[config.mk]
export PLATFORM = sky130hd
export DESIGN_NAME = wshb_arbiter_flat
export DESIGN_NICKNAME = d
export VERILOG_FILES = /design/src/rtl/wshb_arb_pkg.sv /design/src/rtl/wshb_if.sv /design/src/rtl/wshb_arb_mux.sv /design/src/rtl/wshb_arbiter.sv /design/src/flat_wrapper.sv
export SDC_FILE = /design/constraint.sdc
export NUM_CORES = 1
export LEC_CHECK = 0
export CAP_MARGIN = 5
export CORE_AREA = 8 8 124 126
export DETAILED_ROUTE_END_ITERATION = 8
export DIE_AREA = 0 0 132 134
export PLACE_DENSITY = 0.69
export SLEW_MARGIN = 40
export SYNTH_ARGS = -nofsm -noshare
export SYNTH_HDL_FRONTEND = slang
export SYNTH_SLANG_ARGS = --single-unit
[constraint.sdc]
create_clock -name CLK -period 3.7 [get_ports CLK]
set_clock_uncertainty 0.2 [all_clocks]
set_input_delay 0.925 -clock CLK [delete_from_list [all_inputs] [get_ports CLK]]
set_output_delay 0.925 -clock CLK [all_outputs]
set_load 0.005 [all_outputs]
[src/rtl/wshb_arb_pkg.sv]
// Shared types and constants for the two-master Wishbone arbiter.
//  arb_state_t : arbiter FSM encoding (also used to drive the master-select mux)
//  CTI_*       : Wishbone cycle-type identifiers the arbiter cares about
//  yield_ok()  : true when the owner's current transfer may end its tenure
package wshb_arb_pkg;

  typedef enum logic [1:0] {
    ARB_IDLE = 2'd0,
    ARB_GNT0 = 2'd1,
    ARB_GNT1 = 2'd2
  } arb_state_t;

  localparam logic [2:0] CTI_CLASSIC = 3'b000;
  localparam logic [2:0] CTI_INCR    = 3'b010;
  localparam logic [2:0] CTI_EOB     = 3'b111;

  // Ownership may only be taken away on a classic cycle or on the last beat of
  // a burst; mid-burst the transfer is allowed to run past its quantum.
  function automatic logic yield_ok(input logic [2:0] cti);
    return (cti == CTI_CLASSIC) || (cti == CTI_EOB);
  endfunction

endpackage

[src/rtl/wshb_if.sv]
// Wishbone B4 bus bundle used for both client ports and the SDRAM-side port.
//  master modport : drives adr/dat_ms/we/sel/stb/cyc/cti/bte, receives dat_sm/ack/err/rty
//  slave  modport : the mirror image
// All instances share the arbiter clock; the bundle itself carries no clock.
interface wshb_if #(
  parameter int ADR_W = 32,
  parameter int DAT_W = 32
);
  localparam int SEL_W = DAT_W / 8;

  logic [ADR_W-1:0] adr;
  logic [DAT_W-1:0] dat_ms;
  logic [DAT_W-1:0] dat_sm;
  logic             we;
  logic [SEL_W-1:0] sel;
  logic             stb;
  logic             cyc;
  logic             ack;
  logic             err;
  logic             rty;
  logic [2:0]       cti;
  logic [1:0]       bte;

  modport master (
    output adr, dat_ms, we, sel, stb, cyc, cti, bte,
    input  dat_sm, ack, err, rty
  );

  modport slave (
    input  adr, dat_ms, we, sel, stb, cyc, cti, bte,
    output dat_sm, ack, err, rty
  );

endinterface

[src/rtl/wshb_arb_mux.sv]
// Purely combinational master-select for the arbiter.
//  state : current arbiter state; selects which client reaches the SDRAM port
//  s0/s1 : client ports (slave side)
//  m     : SDRAM controller port (master side)
// Read data is broadcast; responses (ack/err/rty) reach the owner only.
// In ARB_IDLE the SDRAM port sees cyc=stb=0 and any stray response is dropped.
module wshb_arb_mux
  import wshb_arb_pkg::*;
(
  input  arb_state_t    state,
  wshb_if.slave         s0,
  wshb_if.slave         s1,
  wshb_if.master        m
);

  always_comb begin
    m.adr    = '0;
    m.dat_ms = '0;
    m.we     = 1'b0;
    m.sel    = '0;
    m.stb    = 1'b0;
    m.cyc    = 1'b0;
    m.cti    = CTI_CLASSIC;
    m.bte    = 2'b00;
    s0.ack   = 1'b0;
    s0.err   = 1'b0;
    s0.rty   = 1'b0;
    s1.ack   = 1'b0;
    s1.err   = 1'b0;
    s1.rty   = 1'b0;
    s0.dat_sm = m.dat_sm;
    s1.dat_sm = m.dat_sm;

    case (state)
      ARB_GNT0: begin
        m.adr    = s0.adr;
        m.dat_ms = s0.dat_ms;
        m.we     = s0.we;
        m.sel    = s0.sel;
        m.stb    = s0.stb;
        m.cyc    = s0.cyc;
        m.cti    = s0.cti;
        m.bte    = s0.bte;
        s0.ack   = m.ack;
        s0.err   = m.err;
        s0.rty   = m.rty;
      end
      ARB_GNT1: begin
        m.adr    = s1.adr;
        m.dat_ms = s1.dat_ms;
        m.we     = s1.we;
        m.sel    = s1.sel;
        m.stb    = s1.stb;
        m.cyc    = s1.cyc;
        m.cti    = s1.cti;
        m.bte    = s1.bte;
        s1.ack   = m.ack;
        s1.err   = m.err;
        s1.rty   = m.rty;
      end
      default: ;
    endcase
  end

endmodule

[src/rtl/wshb_arbiter.sv]
// Two-master round-robin arbiter in front of the SDRAM controller's Wishbone port.
//  CLK     : sole clock
//  rst     : synchronous, active-high reset
//  wshb_s0 : master 0 (VGA framebuffer reader, holds cyc permanently)
//  wshb_s1 : master 1 (any other client)
//  wshb_m  : to the SDRAM controller
//  grant   : one-hot current owner, 00 when idle (debug/status)
// Handshake: a client requests by raising cyc (stb is not needed to win).
// The owner keeps the bus until it drops cyc, or until it has received its
// quantum of transfer ends (ack/err/rty) while the other client is waiting.
// Every ownership change passes through ARB_IDLE, so the SDRAM controller
// always sees at least one cycle of cyc=0 between owners.
module wshb_arbiter
  import wshb_arb_pkg::*;
#(
  parameter int QUANTUM_0 = 64,
  parameter int QUANTUM_1 = 16
) (
  input  logic       CLK,
  input  logic       rst,
  wshb_if.slave      wshb_s0,
  wshb_if.slave      wshb_s1,
  wshb_if.master     wshb_m,
  output logic [1:0] grant
);

  localparam int CNT_W = $clog2((QUANTUM_0 > QUANTUM_1 ? QUANTUM_0 : QUANTUM_1) + 1);
  localparam logic [CNT_W-1:0] Q0_LAST = CNT_W'(QUANTUM_0 - 1);
  localparam logic [CNT_W-1:0] Q1_LAST = CNT_W'(QUANTUM_1 - 1);

  arb_state_t       state_q, state_d;
  logic [CNT_W-1:0] cnt_q, cnt_d;
  // 1 when master 1 held the bus most recently; reset to 1 so master 0 wins first.
  logic             last_owner_q, last_owner_d;
  logic             xfer_end;

  assign xfer_end = wshb_m.ack | wshb_m.err | wshb_m.rty;

  always_ff @(posedge CLK) begin
    if (rst) begin
      state_q      <= ARB_IDLE;
      cnt_q        <= '0;
      last_owner_q <= 1'b1;
    end else begin
      state_q      <= state_d;
      cnt_q        <= cnt_d;
      last_owner_q <= last_owner_d;
    end
  end

  always_comb begin
    state_d      = state_q;
    cnt_d        = cnt_q;
    last_owner_d = last_owner_q;

    case (state_q)
      ARB_IDLE: begin
        // Responses arriving here are protocol violations and are ignored.
        if (wshb_s0.cyc && wshb_s1.cyc) begin
          state_d = last_owner_q ? ARB_GNT0 : ARB_GNT1;
        end else if (wshb_s0.cyc) begin
          state_d = ARB_GNT0;
        end else if (wshb_s1.cyc) begin
          state_d = ARB_GNT1;
        end
        if (state_d != ARB_IDLE) begin
          cnt_d        = '0;
          last_owner_d = (state_d == ARB_GNT1);
        end
      end

      ARB_GNT0: begin
        if (!wshb_s0.cyc) begin
          state_d = ARB_IDLE;
        end else if (xfer_end) begin
          if (cnt_q == Q0_LAST && wshb_s1.cyc && yield_ok(wshb_s0.cti)) begin
            state_d = ARB_IDLE;
          end else if (cnt_q != Q0_LAST) begin
            cnt_d = cnt_q + 1'b1;
          end
        end
      end

      ARB_GNT1: begin
        if (!wshb_s1.cyc) begin
          state_d = ARB_IDLE;
        end else if (xfer_end) begin
          if (cnt_q == Q1_LAST && wshb_s0.cyc && yield_ok(wshb_s1.cti)) begin
            state_d = ARB_IDLE;
          end else if (cnt_q != Q1_LAST) begin
            cnt_d = cnt_q + 1'b1;
          end
        end
      end

      default: state_d = ARB_IDLE;
    endcase
  end

  assign grant = {state_q == ARB_GNT1, state_q == ARB_GNT0};

  wshb_arb_mux u_mux (
    .state (state_q),
    .s0    (wshb_s0),
    .s1    (wshb_s1),
    .m     (wshb_m)
  );

endmodule

[src/flat_wrapper.sv]
// flat-port wrapper written by rule: the top's interface ports become plain ports
module wshb_arbiter_flat import wshb_arb_pkg::*;
#(
  parameter int QUANTUM_0 = 64,
  parameter int QUANTUM_1 = 16
)
  (CLK, rst, grant, wshb_s0_adr, wshb_s0_dat_ms, wshb_s0_we, wshb_s0_sel, wshb_s0_stb, wshb_s0_cyc, wshb_s0_cti, wshb_s0_bte, wshb_s0_dat_sm, wshb_s0_ack, wshb_s0_err, wshb_s0_rty, wshb_s1_adr, wshb_s1_dat_ms, wshb_s1_we, wshb_s1_sel, wshb_s1_stb, wshb_s1_cyc, wshb_s1_cti, wshb_s1_bte, wshb_s1_dat_sm, wshb_s1_ack, wshb_s1_err, wshb_s1_rty, wshb_m_adr, wshb_m_dat_ms, wshb_m_we, wshb_m_sel, wshb_m_stb, wshb_m_cyc, wshb_m_cti, wshb_m_bte, wshb_m_dat_sm, wshb_m_ack, wshb_m_err, wshb_m_rty);
  wshb_if wshb_s0_i ();
  wshb_if wshb_s1_i ();
  wshb_if wshb_m_i ();
  input  logic CLK;
  input  logic rst;
  output logic [1:0] grant;
  input wire logic [$bits(wshb_s0_i.adr)-1:0] wshb_s0_adr;
  input wire logic [$bits(wshb_s0_i.dat_ms)-1:0] wshb_s0_dat_ms;
  input wire logic [$bits(wshb_s0_i.we)-1:0] wshb_s0_we;
  input wire logic [$bits(wshb_s0_i.sel)-1:0] wshb_s0_sel;
  input wire logic [$bits(wshb_s0_i.stb)-1:0] wshb_s0_stb;
  input wire logic [$bits(wshb_s0_i.cyc)-1:0] wshb_s0_cyc;
  input wire logic [$bits(wshb_s0_i.cti)-1:0] wshb_s0_cti;
  input wire logic [$bits(wshb_s0_i.bte)-1:0] wshb_s0_bte;
  output wire logic [$bits(wshb_s0_i.dat_sm)-1:0] wshb_s0_dat_sm;
  output wire logic [$bits(wshb_s0_i.ack)-1:0] wshb_s0_ack;
  output wire logic [$bits(wshb_s0_i.err)-1:0] wshb_s0_err;
  output wire logic [$bits(wshb_s0_i.rty)-1:0] wshb_s0_rty;
  input wire logic [$bits(wshb_s1_i.adr)-1:0] wshb_s1_adr;
  input wire logic [$bits(wshb_s1_i.dat_ms)-1:0] wshb_s1_dat_ms;
  input wire logic [$bits(wshb_s1_i.we)-1:0] wshb_s1_we;
  input wire logic [$bits(wshb_s1_i.sel)-1:0] wshb_s1_sel;
  input wire logic [$bits(wshb_s1_i.stb)-1:0] wshb_s1_stb;
  input wire logic [$bits(wshb_s1_i.cyc)-1:0] wshb_s1_cyc;
  input wire logic [$bits(wshb_s1_i.cti)-1:0] wshb_s1_cti;
  input wire logic [$bits(wshb_s1_i.bte)-1:0] wshb_s1_bte;
  output wire logic [$bits(wshb_s1_i.dat_sm)-1:0] wshb_s1_dat_sm;
  output wire logic [$bits(wshb_s1_i.ack)-1:0] wshb_s1_ack;
  output wire logic [$bits(wshb_s1_i.err)-1:0] wshb_s1_err;
  output wire logic [$bits(wshb_s1_i.rty)-1:0] wshb_s1_rty;
  output wire logic [$bits(wshb_m_i.adr)-1:0] wshb_m_adr;
  output wire logic [$bits(wshb_m_i.dat_ms)-1:0] wshb_m_dat_ms;
  output wire logic [$bits(wshb_m_i.we)-1:0] wshb_m_we;
  output wire logic [$bits(wshb_m_i.sel)-1:0] wshb_m_sel;
  output wire logic [$bits(wshb_m_i.stb)-1:0] wshb_m_stb;
  output wire logic [$bits(wshb_m_i.cyc)-1:0] wshb_m_cyc;
  output wire logic [$bits(wshb_m_i.cti)-1:0] wshb_m_cti;
  output wire logic [$bits(wshb_m_i.bte)-1:0] wshb_m_bte;
  input wire logic [$bits(wshb_m_i.dat_sm)-1:0] wshb_m_dat_sm;
  input wire logic [$bits(wshb_m_i.ack)-1:0] wshb_m_ack;
  input wire logic [$bits(wshb_m_i.err)-1:0] wshb_m_err;
  input wire logic [$bits(wshb_m_i.rty)-1:0] wshb_m_rty;
  assign wshb_s0_i.adr = wshb_s0_adr;
  assign wshb_s0_i.dat_ms = wshb_s0_dat_ms;
  assign wshb_s0_i.we = wshb_s0_we;
  assign wshb_s0_i.sel = wshb_s0_sel;
  assign wshb_s0_i.stb = wshb_s0_stb;
  assign wshb_s0_i.cyc = wshb_s0_cyc;
  assign wshb_s0_i.cti = wshb_s0_cti;
  assign wshb_s0_i.bte = wshb_s0_bte;
  assign wshb_s0_dat_sm = wshb_s0_i.dat_sm;
  assign wshb_s0_ack = wshb_s0_i.ack;
  assign wshb_s0_err = wshb_s0_i.err;
  assign wshb_s0_rty = wshb_s0_i.rty;
  assign wshb_s1_i.adr = wshb_s1_adr;
  assign wshb_s1_i.dat_ms = wshb_s1_dat_ms;
  assign wshb_s1_i.we = wshb_s1_we;
  assign wshb_s1_i.sel = wshb_s1_sel;
  assign wshb_s1_i.stb = wshb_s1_stb;
  assign wshb_s1_i.cyc = wshb_s1_cyc;
  assign wshb_s1_i.cti = wshb_s1_cti;
  assign wshb_s1_i.bte = wshb_s1_bte;
  assign wshb_s1_dat_sm = wshb_s1_i.dat_sm;
  assign wshb_s1_ack = wshb_s1_i.ack;
  assign wshb_s1_err = wshb_s1_i.err;
  assign wshb_s1_rty = wshb_s1_i.rty;
  assign wshb_m_adr = wshb_m_i.adr;
  assign wshb_m_dat_ms = wshb_m_i.dat_ms;
  assign wshb_m_we = wshb_m_i.we;
  assign wshb_m_sel = wshb_m_i.sel;
  assign wshb_m_stb = wshb_m_i.stb;
  assign wshb_m_cyc = wshb_m_i.cyc;
  assign wshb_m_cti = wshb_m_i.cti;
  assign wshb_m_bte = wshb_m_i.bte;
  assign wshb_m_i.dat_sm = wshb_m_dat_sm;
  assign wshb_m_i.ack = wshb_m_ack;
  assign wshb_m_i.err = wshb_m_err;
  assign wshb_m_i.rty = wshb_m_rty;
  wshb_arbiter #(.QUANTUM_0(QUANTUM_0), .QUANTUM_1(QUANTUM_1)) u_core (.CLK(CLK), .rst(rst), .wshb_s0(wshb_s0_i), .wshb_s1(wshb_s1_i), .wshb_m(wshb_m_i), .grant(grant));
endmodule
==> reports/metrics.csv, run 1 <==
stage,metric,value,unit
synth,post-synthesis adder-cell area fraction,0.02902,
floorplan,Starting Density,0.1596,
timing,Achievable Freq,290.2,MHz
detailed_routing,vias,3062,
worst_setup_path,CP Launch Type,flop,
job,Max Cap Violations,0,
synth,Synth Area in XOR/XNOR,0,
synth,Synth Instances,337,
synth,Ys Warns,0,
cts,root cell of the clock tree,clkbuf_16,
synth,most used flip-flop cell after synthesis,dfxtp_1,
layout,Area Growth Syn to Fin,103.3,%
global_route,GR Util All Layers,0.1254,
worst_setup_path,flop2flop setup slack,1.16,ns
placed_design,dpl hpwl,10.11,mm
timing,Final Hold Fails,0,
hold_path,worst hold endpoint,u_core.cnt_q[1],
pwr,VDD IR-drop max,0.1293,mV
cts,Longest Clk Path Bufs,2,
detailed_routing,DR pass1 iterations,6,
synth,sequential element share of the synthesized area,0.09286,
hold_path,worst hold stages,2,
detailed_routing,Post-Route WL,12.11,mm
worst_setup_path,Worst Path Max Fanout,37,
outcome,status,"complete, no violations",
synth,Simple-Gate Fraction of Synth Area,0.2368,
global_route,largest net degree at the start of global routing,46,
cts,CTS tree,yes,
synth,compound-gate portion of the synthesized area,0.3540,
floorplan,Die Height,134,um
floorplan,die area,0.01769,mm2
worst_setup_path,WP data arrival,2.32,ns
global_route,initial antenna violation count,0,
synth,Synth area leaders,"a22oi_1 (26%), buf_4 (22%), nor2_1 (14%)",
layout,share of layout cells above drive strength 1,0.04049,
timing,max-slew violations,0,
synth,Post-Synthesis Cell Area,0.002156,mm2
cts,Num CTS Buffers,3,
hold_path,Hold Crit Class,flop to flop,
detailed_routing,Vias/cell,4.543,
detailed_routing,post-route antenna net violation count,0,
placed_design,port bufs,240,
cts,post-cts resize count,0,
timing,fin crit period,3.446,ns
hold_path,hold wc startpoint,u_core.cnt_q[1],
synth,post-synthesis average cell area,6.397,um2
global_route,vias in the first global route,3243,
worst_setup_path,crit path launch,u_core.state_q[1],
placed_design,GPL Wtd Cong,0.7975,
floorplan,Core ar.,0.01350,mm2
floorplan,Ports,337,
worst_setup_path,worst-case reg-to-reg path depth,7,
synth,post-synthesis net count,531,
floorplan,die width,132,um
pwr,Leak,0.001428,uW
cts,clk slew on worst S/H paths,0.04,ns
synth,Synth cell types,33,
timing,final cycle utilization of the critical path,0.9312,
global_route,grt ovf,0,
cts,number of H-tree levels,1,
floorplan,FP Rows,43,
detailed_routing,DR DRC count,0,
worst_setup_path,Critical Path Max Stage Delay,0.54,ns
synth,Yosys reg bits,10,
cts,post-CTS setup repair buffer count,0,
synth,Post-synth EDFFs,0,
layout,fill cell count,1406,
worst_setup_path,CP Capture Type,primary output,
worst_setup_path,worst reg2reg path startpoint,u_core.state_q[0],
layout,# diodes,0,
cts,clk sinks,10,
timing,setup_tns,0,ns
global_route,first-pass GRT wire length,18.17,mm
timing,RSZ-0062 raised after global routing,false,
synth,post-synth top area share,0.2612,
worst_setup_path,slowest CP cell,clkdlybuf4s50_1,
pwr,Power Density,252.4,mW/mm2
synth,ys async rst share,0,
worst_setup_path,R2R Path End,u_core.cnt_q[6],
pwr,overall power,1106,uW
worst_setup_path,WP data required,2.57,ns
synth,mux contribution to synthesized area,0,
timing,worst slew pin tran,0.5257,ns
detailed_routing,number of DRC markers in iteration 0,144,
detailed_routing,detailed-route wire length per cell,17.97,um
synth,"area leader, netlist",a22oi_1,
timing,# setup viols final,0,
cts,# hold bufs at CTS,0,
worst_setup_path,crit-path cells,inv_1 > ha_1 > inv_2 > buf_4 > nor2_1 > clkdlybuf4s50_1,
cts,Worst-Skew Late Latency,0.24,ns
worst_setup_path,Critical Setup Path Class,flop to primary output,
synth,main combinational cell family by area after synthesis,compound AO/OA/AOI/OAI gates,
timing,worst slew margin relative to its limit,0.6484,
layout,# nets final,690,
[synth_stat cells, types with 2 or more instances]
library cell and count:
o31ai_1 2, o41ai_1 2, clkbuf_1 23, a21oi_1 9, dfxtp_1 10, and2_1 6
nor2_1 81, buf_4 64, nand2_1 10, o21ai_0 4, or3_1 6, o32ai_1 4
a22oi_1 75, nand3_1 2, or2_2 3, or3_2 3, buf_1 5, ha_1 5
inv_1 8, nor3_1 2
[final cells by class]
cell class                 instances  area, um2  area share
inverter                           9      33.78    0.007708
sequential                        10      200.2     0.04568
tap                              180      225.2     0.05138
clock buffer                       3      75.07     0.01713
multi-input combinational        226       1351      0.3083
timing repair buffer             246       2497      0.5698
[worst max-delay path, delay by kind of cell, from the launching register on]
kind | cells | cell delay, ns
fa+ha+maj | 1 | 0.41
flops | 1 | 0.43
buf+inv | 4 | 1.00
simple gates | 1 | 0.23
[state kept, by name (all words and copies together), names as in the netlist]
signal               flops
u_core.cnt_q             7
u_core.last_owner_q      1
u_core.state_q           2
[worst max path at each step]
stage | endpoint | slack [ns] | cells after the start
after detailed placement | wshb_m_cti[0] | 0.30 | 4
after CTS | wshb_m_cti[0] | 0.14 | 6
final | wshb_m_cti[0] | 0.25 | 6
after global routing | wshb_m_cti[0] | 0.07 | 6
after floorplan | wshb_m_sel[0] | 0.95 | 7
after global placement | wshb_m_cti[0] | 0.31 | 4
[layout by cell type (no fill, tap or decap), types with 2 or more instances in the layout]
cell             synthesis  routed
nand3_1                  2       2
o41ai_1                  2       2
and2_1                   6       6
dfxtp_1                 10      10
a21oi_1                  9       9
nor3_1                   2       2
buf_12                   0       4
a22oi_1                 75      75
o31ai_1                  2       2
nand2_1                 10      10
o32ai_1                  4       4
or3_1                    6       6
nor2_1                  81      81
or2_2                    3       3
clkbuf_16                0       3
or3_2                    3       3
o21ai_0                  4       4
inv_1                    8       8
clkdlybuf4s50_1          0     240
buf_4                   64       2
ha_1                     5       3
[per-stage QoR]
stage                     cell area [um2]  utilization  setup slack, ns  std cells  hold WS [ns]
after global placement               4298       0.3183           0.3100        671        0.2607
after global routing                 4383       0.3246          0.07141        674        0.2939
after detailed placement             4298       0.3183           0.3017        671        0.2818
after CTS                            4373       0.3238           0.1395        674        0.2878
after floorplan                      2156            -           0.9470        337        0.2491
final                                4383       0.3246           0.2544        674        0.2907
[cell families after synthesis]
family                   count (synthesis)
AND/OR/NAND/NOR                        117
flip-flops                              10
adder cells (fa/ha/maj)                  5
buffers and inverters                  101
AO/OA/AOI/OAI                          104
[per-layer routing]
| layer | GRT usage | share of wire | wire (um) | vias up |
|---|---|---|---|---|
| met5 | 0 | 0 | 0 | - |
| met3 | 0.05834 | 0.12 | 1425 | 30 |
| li1 | - | - | - | 1451 |
| met2 | 0.2126 | 0.47 | 5751 | 203 |
| met1 | 0.1345 | 0.38 | 4607 | 1378 |
| met4 | 0.04467 | 0.027 | 326 | 0 |
[report_power, final]
group          internal (uW)  total, uW  switching [uW]
logic                    430        786             356
clock network            140        193            52.9
registers                117        126            9.55
total                    687       1110             419
Power figures use the tool's default switching activity.
==> run 2: changes to the inputs <==
--- a/config.mk
+++ b/config.mk
@@ -6,10 +6,12 @@
 export NUM_CORES = 1
 export LEC_CHECK = 0
 export CAP_MARGIN = 5
-export CORE_AREA = 8 8 124 126
+export CELL_PAD_IN_SITES_DETAIL_PLACEMENT = 1
+export CELL_PAD_IN_SITES_GLOBAL_PLACEMENT = 2
+export CORE_MARGIN = 8
+export CORE_UTILIZATION = 10
 export DETAILED_ROUTE_END_ITERATION = 8
-export DIE_AREA = 0 0 132 134
-export PLACE_DENSITY = 0.69
+export PLACE_DENSITY = 0.95
 export SLEW_MARGIN = 40
 export SYNTH_ARGS = -nofsm -noshare
 export SYNTH_HDL_FRONTEND = slang
==> run 2 against run 1 <==
Effect of this change:
- via count down 0.62%
- cell count up 15%
- total power up 3.2%
- cell area up 2.9%
- combinational power up 2%
- register-to-register slack better by 0.07 ns
- critical endpoint is now wshb_m_adr[5]
- largest power group unchanged
==> reports/metrics.csv, run 2 (synthesis results as in run 1) <==
stage,metric,value,unit,change
global_route,vias in the first global route,3359,,"was 3,243"
cts,clk slew on worst S/H paths,0.04,ns,about the same
timing,Achievable Freq,284.9,MHz,was 290.2 MHz
cts,Num CTS Buffers,3,,unchanged
global_route,largest net degree at the start of global routing,50,,was 46
worst_setup_path,crit path launch,u_core.state_q[1],,unchanged
global_route,first-pass GRT wire length,18.82,mm,was 18.17 mm
placed_design,Placement Setup Slack,0.3104,ns,was 0.3017 ns
detailed_routing,DR pass1 iterations,4,,was 6
placed_design,dpl hpwl,10.64,mm,was 10.11 mm
timing,# setup viols final,0,,unchanged
cts,post-CTS setup repair buffer count,0,,unchanged
detailed_routing,Vias/cell,3.942,,was 4.543
timing,"Worst Setup Slack, final",0.1901,ns,was 0.2544 ns
pwr,P_int,705.8,uW,was 687.3 uW
timing,fin crit period,3.510,ns,was 3.446 ns
hold_path,hold wc startpoint,u_core.cnt_q[1],,unchanged
floorplan,die area,0.02651,mm2,was 0.01769 mm2
cts,clk sinks,10,,unchanged
detailed_routing,vias,3043,,"was 3,062"
detailed_routing,DR DRC count,0,,unchanged
detailed_routing,post-route antenna net violation count,0,,unchanged
floorplan,die width,162.8,um,was 132 um
detailed_routing,Post-Route WL,12.88,mm,was 12.11 mm
worst_setup_path,CP Capture Type,primary output,,unchanged
cts,number of H-tree levels,1,,unchanged
pwr,Power Density,253.1,mW/mm2,was 252.4 mW/mm2
layout,largest registers ranked by flip-flop count,"u_core.cnt_q: 7 flops, u_core.state_q: 2 flops, u_core.last_owner_q: 1 flops",,unchanged
cts,CTS tree,yes,,unchanged
pwr,VDD IR-drop max,0.1229,mV,was 0.1293 mV
floorplan,Ports,337,,unchanged
layout,# nets final,692,,was 690
worst_setup_path,Worst Path Max Fanout,33,,was 37
worst_setup_path,WP data arrival,2.38,ns,was 2.32 ns
layout,Area Growth Syn to Fin,109.1,%,was 103.3%
timing,worst slew pin tran,0.5395,ns,was 0.5257 ns
pwr,switch share,0.3814,,was 0.3787
floorplan,Starting Density,0.1022,,was 0.1596
layout,share of layout cells above drive strength 1,0.04628,,was 0.04049
pwr,Sw Pwr,435.3,uW,was 418.9 uW
placed_design,GPL Wtd Cong,0.7378,,was 0.7975
floorplan,Die Height,162.8,um,was 134 um
worst_setup_path,Critical Setup Path Class,flop to primary output,,unchanged
layout,# diodes,0,,unchanged
layout,fill cell count,2574,,"was 1,406"
outcome,status,"complete, no violations",,unchanged
cts,# hold bufs at CTS,0,,unchanged
worst_setup_path,CP Launch Type,flop,,unchanged
placed_design,dpl cell area,0.004419,mm2,was 0.004298 mm2
cts,post-cts resize count,0,,unchanged
layout,post-route design area,0.004508,mm2,was 0.004383 mm2
layout,Biggest register,u_core.cnt_q,,unchanged
job,Max Cap Violations,0,,unchanged
timing,setup_tns,0,ns,unchanged
pwr,Gate power share,0.705,,was 0.711
global_route,initial antenna violation count,0,,unchanged
timing,worst slew margin relative to its limit,0.6392,,was 0.6484
cts,root cell of the clock tree,clkbuf_16,,unchanged
floorplan,Core ar.,0.02109,mm2,was 0.01350 mm2
floorplan,FP Rows,53,,was 43
layout,"commonest cells after routing, fill and taps aside","clkdlybuf4s50_1 (240), nor2_1 (81), a22oi_1 (75), nand2_1 (10), dfxtp_1 (10)",,unchanged
placed_design,port bufs,240,,unchanged
layout,max reg flops,7,,unchanged
timing,max-slew violations,0,,unchanged
timing,RSZ-0062 raised after global routing,false,,unchanged
detailed_routing,number of DRC markers in iteration 0,158,,was 144
pwr,Leak,0.001439,uW,was 0.001428 uW
layout,"commonest non-fill, non-tap cell in the layout",clkdlybuf4s50_1,,unchanged
global_route,grt ovf,0,,unchanged
cts,Longest Clk Path Bufs,2,,unchanged
pwr,Clk pwr share,0.185,,was 0.175
worst_setup_path,WP data required,2.57,ns,about the same
timing,final cycle utilization of the critical path,0.9486,,was 0.9312
worst_setup_path,worst reg2reg path startpoint,u_core.state_q[1],,was u_core.state_q[0]
detailed_routing,detailed-route wire length per cell,16.68,um,was 17.97 um
hold_path,Hold Crit Class,flop to flop,,unchanged
timing,Final Hold Fails,0,,unchanged
cts,Worst-Skew Late Latency,0.23,ns,was 0.24 ns
pwr,Reg power frac,0.110,,was 0.114
global_route,GR Util All Layers,0.08766,,was 0.1254
run 2: cell count changes in the layout (fill, tap and decap cells not counted):
cell	previous run	this run
buf_12	4	3
buf_4	2	5
ha_2	1	2
ha_4	1	0
clkbuf_8	0	1
run 2: critical path: stages, from the launching register on:
cell and delay [ns]:
dfxtp_1 0.42, inv_1 0.11, ha_1 0.43, inv_2 0.08, buf_4 0.25, buf_4 0.22
nor2_1 0.11, clkdlybuf4s50_1 0.51
run 2: metrics by stage:
step,utilization,power (uW),hold slack [ns],std cells
after floorplan,-,524.0,0.2491,337
after global placement,0.2096,938.6,0.2621,768
after detailed placement,0.2096,948.2,0.2742,768
after CTS,0.2138,1167,0.2799,772
after global routing,0.2138,1232,0.2973,772
final,0.2138,1141,0.2780,772
run 2: path summary, 6_finish.rpt:
path                                        end  cells after the start  slack (ns)
worst max-delay path              wshb_m_adr[5]                      7        0.19
worst min-delay path            u_core.cnt_q[1]                      2        0.28
worst max register to register  u_core.cnt_q[6]                      7        1.23
worst min register to register  u_core.cnt_q[1]                      2        0.28
run 2: power groups by stage:
stage	clock, uW	combinational, uW	sequential, uW
6_report	211	804	126
5_1_grt	226	879	127
4_1_cts	216	825	126
3_5_place_dp	0	821	128
3_3_place_gp	0	812	127
2_1_floorplan	0	399	125
run 2: layout make-up:
class	count	area, um2	area share
clock buffers	4	88.84	0.01971
inverters	9	33.78	0.007494
multi-input cells	226	1341	0.2975
flip-flops and latches	10	200.2	0.04441
well taps	275	344.1	0.07633
repair buffers	248	2500	0.5545
run 2: per-layer routing:
metal,share of wire,track usage,vias up
met2,0.47,0.1522,176
met1,0.40,0.09766,1393
met3,0.11,0.03564,23
li1,-,-,1451
met4,0.017,0.02210,0
met5,0,0,-
